==> src/rtl/irq_pkg.sv <==
// Shared types and constants for the interrupt dispatch path.
package irq_pkg;

    localparam int IRQ_CODE_W = 3;
    localparam int PC_W       = 15;

    localparam logic [PC_W-1:0] VEC_BASE_DEFAULT  = 15'h0010;
    localparam int              VEC_SHIFT_DEFAULT = 2;

    typedef enum logic [1:0] {
        IDLE,
        PEND,
        ISR,
        ACK
    } irq_state_t;

endpackage

==> src/rtl/irq_dispatch_if.sv <==
// Bus between the core/queue-controller side (master) and irq_dispatch (slave).
// The mask write port exists only when IRQ_MASK_EN is defined.
interface irq_dispatch_if;
    import irq_pkg::*;

    logic [IRQ_CODE_W-1:0] irq_code;
    logic [PC_W-1:0]       pc;
    logic                  instr_done;
    logic                  int_en;
    logic                  reti;
    logic                  take;
    logic [PC_W-1:0]       vec_addr;
    logic [PC_W-1:0]       ret_addr;
    logic                  eirq;
    logic                  in_isr;
    logic [IRQ_CODE_W-1:0] active_code;
    logic                  ovr;
`ifdef IRQ_MASK_EN
    logic                  mask_wr;
    logic [7:0]            mask_din;

    modport master (
        output irq_code, pc, instr_done, int_en, reti, mask_wr, mask_din,
        input  take, vec_addr, ret_addr, eirq, in_isr, active_code, ovr
    );

    modport slave (
        input  irq_code, pc, instr_done, int_en, reti, mask_wr, mask_din,
        output take, vec_addr, ret_addr, eirq, in_isr, active_code, ovr
    );
`else
    modport master (
        output irq_code, pc, instr_done, int_en, reti,
        input  take, vec_addr, ret_addr, eirq, in_isr, active_code, ovr
    );

    modport slave (
        input  irq_code, pc, instr_done, int_en, reti,
        output take, vec_addr, ret_addr, eirq, in_isr, active_code, ovr
    );
`endif

endinterface

==> src/rtl/irq_vec_calc.sv <==
// Maps an interrupt code to its vector slot address; the add wraps at 2^PC_W.
module irq_vec_calc
    import irq_pkg::*;
#(
    parameter logic [PC_W-1:0] VEC_BASE  = VEC_BASE_DEFAULT,
    parameter int              VEC_SHIFT = VEC_SHIFT_DEFAULT
) (
    input  logic [IRQ_CODE_W-1:0] code,
    output logic [PC_W-1:0]       vec_addr
);

    logic [PC_W-1:0] offset;

    always_comb begin
        offset   = {{(PC_W-IRQ_CODE_W){1'b0}}, code} << VEC_SHIFT;
        vec_addr = VEC_BASE + offset;
    end

endmodule

==> src/rtl/irq_dispatch.sv <==
// Core-side interrupt responder: latches a queued code, redirects the core at an
// enabled instruction boundary, and pulses eirq on return. Optional: IRQ_MASK_EN.
module irq_dispatch
    import irq_pkg::*;
#(
    parameter logic [PC_W-1:0] VEC_BASE  = VEC_BASE_DEFAULT,
    parameter int              VEC_SHIFT = VEC_SHIFT_DEFAULT
) (
    input  logic          clk,
    input  logic          rst,
    irq_dispatch_if.slave bus
);

    irq_state_t            state;
    logic [IRQ_CODE_W-1:0] active_code;
    logic [PC_W-1:0]       ret_addr;
    logic                  ovr;
    logic [PC_W-1:0]       vec_addr;
    logic                  code_valid;
    logic                  code_ok;
    logic                  take;

    assign code_valid = (bus.irq_code != '0);

`ifdef IRQ_MASK_EN
    logic [7:0] mask;

    always_ff @(posedge clk or posedge rst) begin
        if (rst) begin
            mask <= 8'hFE;
        end else if (bus.mask_wr) begin
            mask <= bus.mask_din;
        end
    end

    assign code_ok = code_valid && mask[bus.irq_code];
`else
    assign code_ok = code_valid;
`endif

    assign take = (state == PEND) && bus.instr_done && bus.int_en;

    // A code arriving in ACK is the queue controller answering eirq, so it is a
    // fresh request rather than an overrun. Masked codes still go through ACK so
    // the queue advances.
    always_ff @(posedge clk or posedge rst) begin
        if (rst) begin
            state       <= IDLE;
            active_code <= '0;
            ret_addr    <= '0;
            ovr         <= 1'b0;
        end else begin
            case (state)
                IDLE: begin
                    if (code_ok) begin
                        active_code <= bus.irq_code;
                        state       <= PEND;
                    end else if (code_valid) begin
                        state <= ACK;
                    end
                end
                PEND: begin
                    if (code_valid) ovr <= 1'b1;
                    if (take) begin
                        ret_addr <= bus.pc;
                        state    <= ISR;
                    end
                end
                ISR: begin
                    if (code_valid) ovr <= 1'b1;
                    if (bus.reti) state <= ACK;
                end
                ACK: begin
                    if (code_ok) begin
                        active_code <= bus.irq_code;
                        state       <= PEND;
                    end else if (code_valid) begin
                        active_code <= '0;
                        state       <= ACK;
                    end else begin
                        active_code <= '0;
                        state       <= IDLE;
                    end
                end
                default: state <= IDLE;
            endcase
        end
    end

    irq_vec_calc #(
        .VEC_BASE  (VEC_BASE),
        .VEC_SHIFT (VEC_SHIFT)
    ) u_vec_calc (
        .code     (active_code),
        .vec_addr (vec_addr)
    );

    assign bus.take        = take;
    assign bus.eirq        = (state == ACK);
    assign bus.in_isr      = (state == ISR);
    assign bus.active_code = active_code;
    assign bus.ret_addr    = ret_addr;
    assign bus.ovr         = ovr;
    assign bus.vec_addr    = vec_addr;

endmodule
==> src/flat_wrapper.sv <==
// flat-port wrapper written by rule: the top's interface ports become plain ports
module irq_dispatch_flat import irq_pkg::*;
#(
    parameter logic [PC_W-1:0] VEC_BASE  = VEC_BASE_DEFAULT,
    parameter int              VEC_SHIFT = VEC_SHIFT_DEFAULT
)
  (clk, rst, bus_irq_code, bus_pc, bus_instr_done, bus_int_en, bus_reti, bus_take, bus_vec_addr, bus_ret_addr, bus_eirq, bus_in_isr, bus_active_code, bus_ovr);
  irq_dispatch_if bus_i ();
  input  logic clk;
  input  logic rst;
  input wire logic [$bits(bus_i.irq_code)-1:0] bus_irq_code;
  input wire logic [$bits(bus_i.pc)-1:0] bus_pc;
  input wire logic [$bits(bus_i.instr_done)-1:0] bus_instr_done;
  input wire logic [$bits(bus_i.int_en)-1:0] bus_int_en;
  input wire logic [$bits(bus_i.reti)-1:0] bus_reti;
  output wire logic [$bits(bus_i.take)-1:0] bus_take;
  output wire logic [$bits(bus_i.vec_addr)-1:0] bus_vec_addr;
  output wire logic [$bits(bus_i.ret_addr)-1:0] bus_ret_addr;
  output wire logic [$bits(bus_i.eirq)-1:0] bus_eirq;
  output wire logic [$bits(bus_i.in_isr)-1:0] bus_in_isr;
  output wire logic [$bits(bus_i.active_code)-1:0] bus_active_code;
  output wire logic [$bits(bus_i.ovr)-1:0] bus_ovr;
  assign bus_i.irq_code = bus_irq_code;
  assign bus_i.pc = bus_pc;
  assign bus_i.instr_done = bus_instr_done;
  assign bus_i.int_en = bus_int_en;
  assign bus_i.reti = bus_reti;
  assign bus_take = bus_i.take;
  assign bus_vec_addr = bus_i.vec_addr;
  assign bus_ret_addr = bus_i.ret_addr;
  assign bus_eirq = bus_i.eirq;
  assign bus_in_isr = bus_i.in_isr;
  assign bus_active_code = bus_i.active_code;
  assign bus_ovr = bus_i.ovr;
  irq_dispatch #(.VEC_BASE(VEC_BASE), .VEC_SHIFT(VEC_SHIFT)) u_core (.clk(clk), .rst(rst), .bus(bus_i));
endmodule
==> config.mk <==
export PLATFORM = sky130hd
export DESIGN_NAME = irq_dispatch_flat
export DESIGN_NICKNAME = d
export VERILOG_FILES = /design/src/rtl/irq_pkg.sv /design/src/rtl/irq_dispatch_if.sv /design/src/rtl/irq_vec_calc.sv /design/src/rtl/irq_dispatch.sv /design/src/flat_wrapper.sv
export SDC_FILE = /design/constraint.sdc
export NUM_CORES = 1
export LEC_CHECK = 0
export ABC_AREA = 1
export CAP_MARGIN = 20
export CORE_UTILIZATION = 37
export DETAILED_ROUTE_END_ITERATION = 10
export HOLD_SLACK_MARGIN = 0.03
export PLACE_DENSITY = 0.83
export REMOVE_ABC_BUFFERS = 1
export SYNTH_ARGS = -nofsm -noshare
export SYNTH_HDL_FRONTEND = slang
export SYNTH_SLANG_ARGS = --single-unit
export TNS_END_PERCENT = 5
==> constraint.sdc <==
create_clock -name clk -period 1.6 [get_ports clk]
set_input_delay 0.32 -clock clk [delete_from_list [all_inputs] [get_ports clk]]
set_output_delay 0.32 -clock clk [all_outputs]
set_load 0.005 [all_outputs]
==> metrics.md <==
| Metric | Value |
|---|---|
| Status | `complete, no violations` |
| RSZ-0062 raised after global routing | `yes` |
| XOR/XNOR Fraction of Synth Area | `0%` |
| TritonCTS clock tree | `done` |
| CP max FO | `2` |
| CP arrival | `1.28 ns` |
| Slew Limit Fails | `0` |
| Non-Filler Instances | `210` |
| Routability cong. | `0.784` |
| Final nets | `208` |
| Yosys top cell area share | `50.1%` |
| Post-synth cell types | `20` |
| Crit start category | `flip-flop` |
| VDD IR max | `0.00107 V` |
| Clock skew | `0.00757 ns` |
| Worst min path class | `in -> async` |
| Maximum buffer depth of the clock tree | `2` |
| Post-Synth Adder-Cell Area | `4.77%` |
| CTS H-tree lvls | `1` |
| CTS sink count | `21` |
| Crit path time final | `1.60 ns` |
| PwrDens | `1670 nW/um^2` |
| Critical Path Start | `u_core.state[1]$_DFFE_PP0P_` |
| I/O pins | `60` |
| Die footprint | `3050 sq um` |
| Storage cell area | `527 sq um` |
| Ratio of final minimum period to clock period | `99.8%` |
| Gate Count Post-Synth | `123` |
| Cell leakage power | `0.835 nW` |
| Largest net degree at the start of global routing | `22` |
| Max Fclk | `0.626 GHz` |
| First DRT Iteration DRCs | `20` |
| Endpoint type of the worst setup path | `output port` |
| Global-route wire length before repair | `4.51 mm` |
| # setup viols final | `0` |
| WL/cell | `13.3 um` |
| Post-Syn Area | `1050 sq um` |
| Crit-path max cell delay | `0.43 ns` |
| Clock transition at path regs | `0.12 ns` |
| Via density | `4.47` |
| Vias | `938` |
| Hold Buf Count CTS | `0` |
| Critical path class | `reg -> out` |
| Row count | `18` |
| Later-pin clock latency in the skew report | `0.30 ns` |
| Final Cell Area | `1640 sq um` |
| Yosys reg bits | `21` |
| Area of the multi-input gates | `439 sq um` |
| Number of global-route vias before repair | `986` |
| Layout fillers | `236` |
| Synth Area in Compound Gates | `2.39%` |
| Total power | `0.00274 W` |
| Critical Path, Cell by Cell | `buf_6, inv_4, ha_4, nand3_4, inv_4, buf_6` |
| FF-to-FF Start | `u_core.state[1]$_DFFE_PP0P_` |
| Sequential fraction of the synthesis area | `50.1%` |
| Main combinational cell family by area after synthesis | `simple AND/OR/NAND/NOR gates` |
| Post-Synth Simple-Gate Area | `27.7%` |
| First drt pass iteration count | `4` |
| Yosys warns | `0` |
| Post-synthesis mux area share | `0%` |
| N_diodes | `0` |
| MaxCap Viol Count | `0` |
| Post-synth top area cell | `dfrtp_1` |
| Die width | `55.2 um` |
| Placed Cells | `200` |
| Die Y | `55.2 um` |
| Area after DPL | `1520 sq um` |
| CP required | `1.28 ns` |
| Avg Cell Area, Syn | `8.52 sq um` |
| Port Buf Inserts | `48` |
| Final hold viol count | `0` |
| DRT antenna net count | `0` |
| Total grt overflow | `0` |
| Hpwl dp | `1.99 mm` |
| Num CTS Buffers | `3` |
| Starting Density | `40.8%` |
| DRT Wirelength | `2.79 mm` |
| Share of cells above drive strength 1 | `17.2%` |
| Area growth syn-to-layout | `56.4%` |
| Max stage delay cell, worst path | `dfrtp_1` |
| Core ar. | `2570 sq um` |
| Drc violations | `0` |
| Synth area leaders | `dfrtp_1 (50%), nand2_1 (21%), buf_4 (10%), ha_1 (4.8%), inv_1 (2.5%)` |
| Root Driver | `clkbuf_4` |
| Initial antenna violation count | `0` |
| Total track usage | `18.8%` |
==> final cells by class <==
cell class | instances | share of cell area [%]
Timing Repair Buffer | 59 | 34.9
Tap cell | 30 | 2.29
Multi-Input combinational cell | 88 | 26.8
Clock inverter | 1 | 0.305
Sequential cell | 21 | 32.1
Inverter | 8 | 2.29
Clock buffer | 3 | 1.37
==> Yosys cell counts (all sizes together) <==
| cell type | number |
|---|---|
| o21ai | 1 |
| nand2 | 59 |
| inv | 8 |
| o211ai | 1 |
| or2 | 1 |
| a21o | 1 |
| nand3 | 5 |
| ha | 4 |
| nor2 | 4 |
| a21oi | 1 |
| conb | 1 |
| dfrtp | 21 |
| buf | 16 |
==> kinds of logic (layout without fill, tap and decap cells) <==
group,count (synthesis),in the layout
AO/OA/AOI/OAI,4,4
adder cells (fa/ha/maj),4,4
buffers and inverters,24,71
flip-flops,21,21
other,1,11
AND/OR/NAND/NOR,69,69
==> path summary, 6_finish.rpt <==
kind                                                    endpoint  slack [ns]  depth (start not counted)
max in group asynchronous            u_core.state[0]$_DFFE_PP0P_        1.02                          3
min reg2reg                           u_core.bus.ovr$_DFFE_PP0P_        0.48                          1
min                        u_core.bus.active_code[2]$_DFFE_PP0P_        0.35                          3
max reg2reg                u_core.bus.active_code[2]$_DFFE_PP0P_        0.08                          9
min in group clk                      u_core.bus.ovr$_DFFE_PP0P_        0.48                          1
max                                                     bus_take       0.004                          6
==> through the flow <==
step                      hold WS [ns]  utilization (%)  setup TNS (ns)  setup slack [ns]
final                            0.345             63.9               0           0.00379
after global routing             0.361             63.9         -0.0635           -0.0447
after CTS                        0.361             62.9               0           0.00245
after detailed placement         0.454             59.2          -0.221            -0.221
after global placement           0.440             59.2          -0.220            -0.220
after floorplan                  0.297                -               0             0.292
==> sequential cells by signal, summed over array words and instances (netlist names) <==
name                    flops
u_core.bus.ret_addr        15
u_core.bus.active_code      3
u_core.state                2
u_core.bus.ovr              1
==> layer usage <==
metal	GRT usage (%)	share of wire [%]	up-vias
met5	0	0	-
met1	19.9	37	431
li1	-	-	463
met4	8.21	2.7	0
met3	2.34	4.6	6
met2	36.7	55	38
==> layout by cell type, fill, tap and decap left out, drive strengths merged <==
master,Yosys,routed
nor2,4,4
ha,4,4
or2,1,1
dlymetal6s2s,0,2
clkdlybuf4s50,0,42
dfrtp,21,21
o211ai,1,1
nand2,59,59
clkdlybuf4s15,0,1
clkbuf,0,4
o21ai,1,1
nand3,5,5
a21o,1,1
a21oi,1,1
buf,16,12
conb,1,11
clkinv,0,1
inv,8,8
dlygate4sd2,0,1
==> critical path, delay by kind of cell (launching register included) <==
kind                       cells  cell delay, ns
buffers and inverters          4            0.33
DFF                            1            0.43
adders and majority gates      1            0.14
and+or+nand+nor                1            0.08
==> power breakdown <==
part           switching (W)  internal, W
clock network       0.000161    0.0000929
logic               0.000650     0.000903
registers           0.000155     0.000776
==> repair_timing <==
action / in CTS / in global routing
resized for setup: 20 / 8
buffers inserted: 5 / 1
setup endpoints to repair: 4 / 7
pin swaps: 1 / 1
Note: power is estimated with default switching activity, not from simulation.
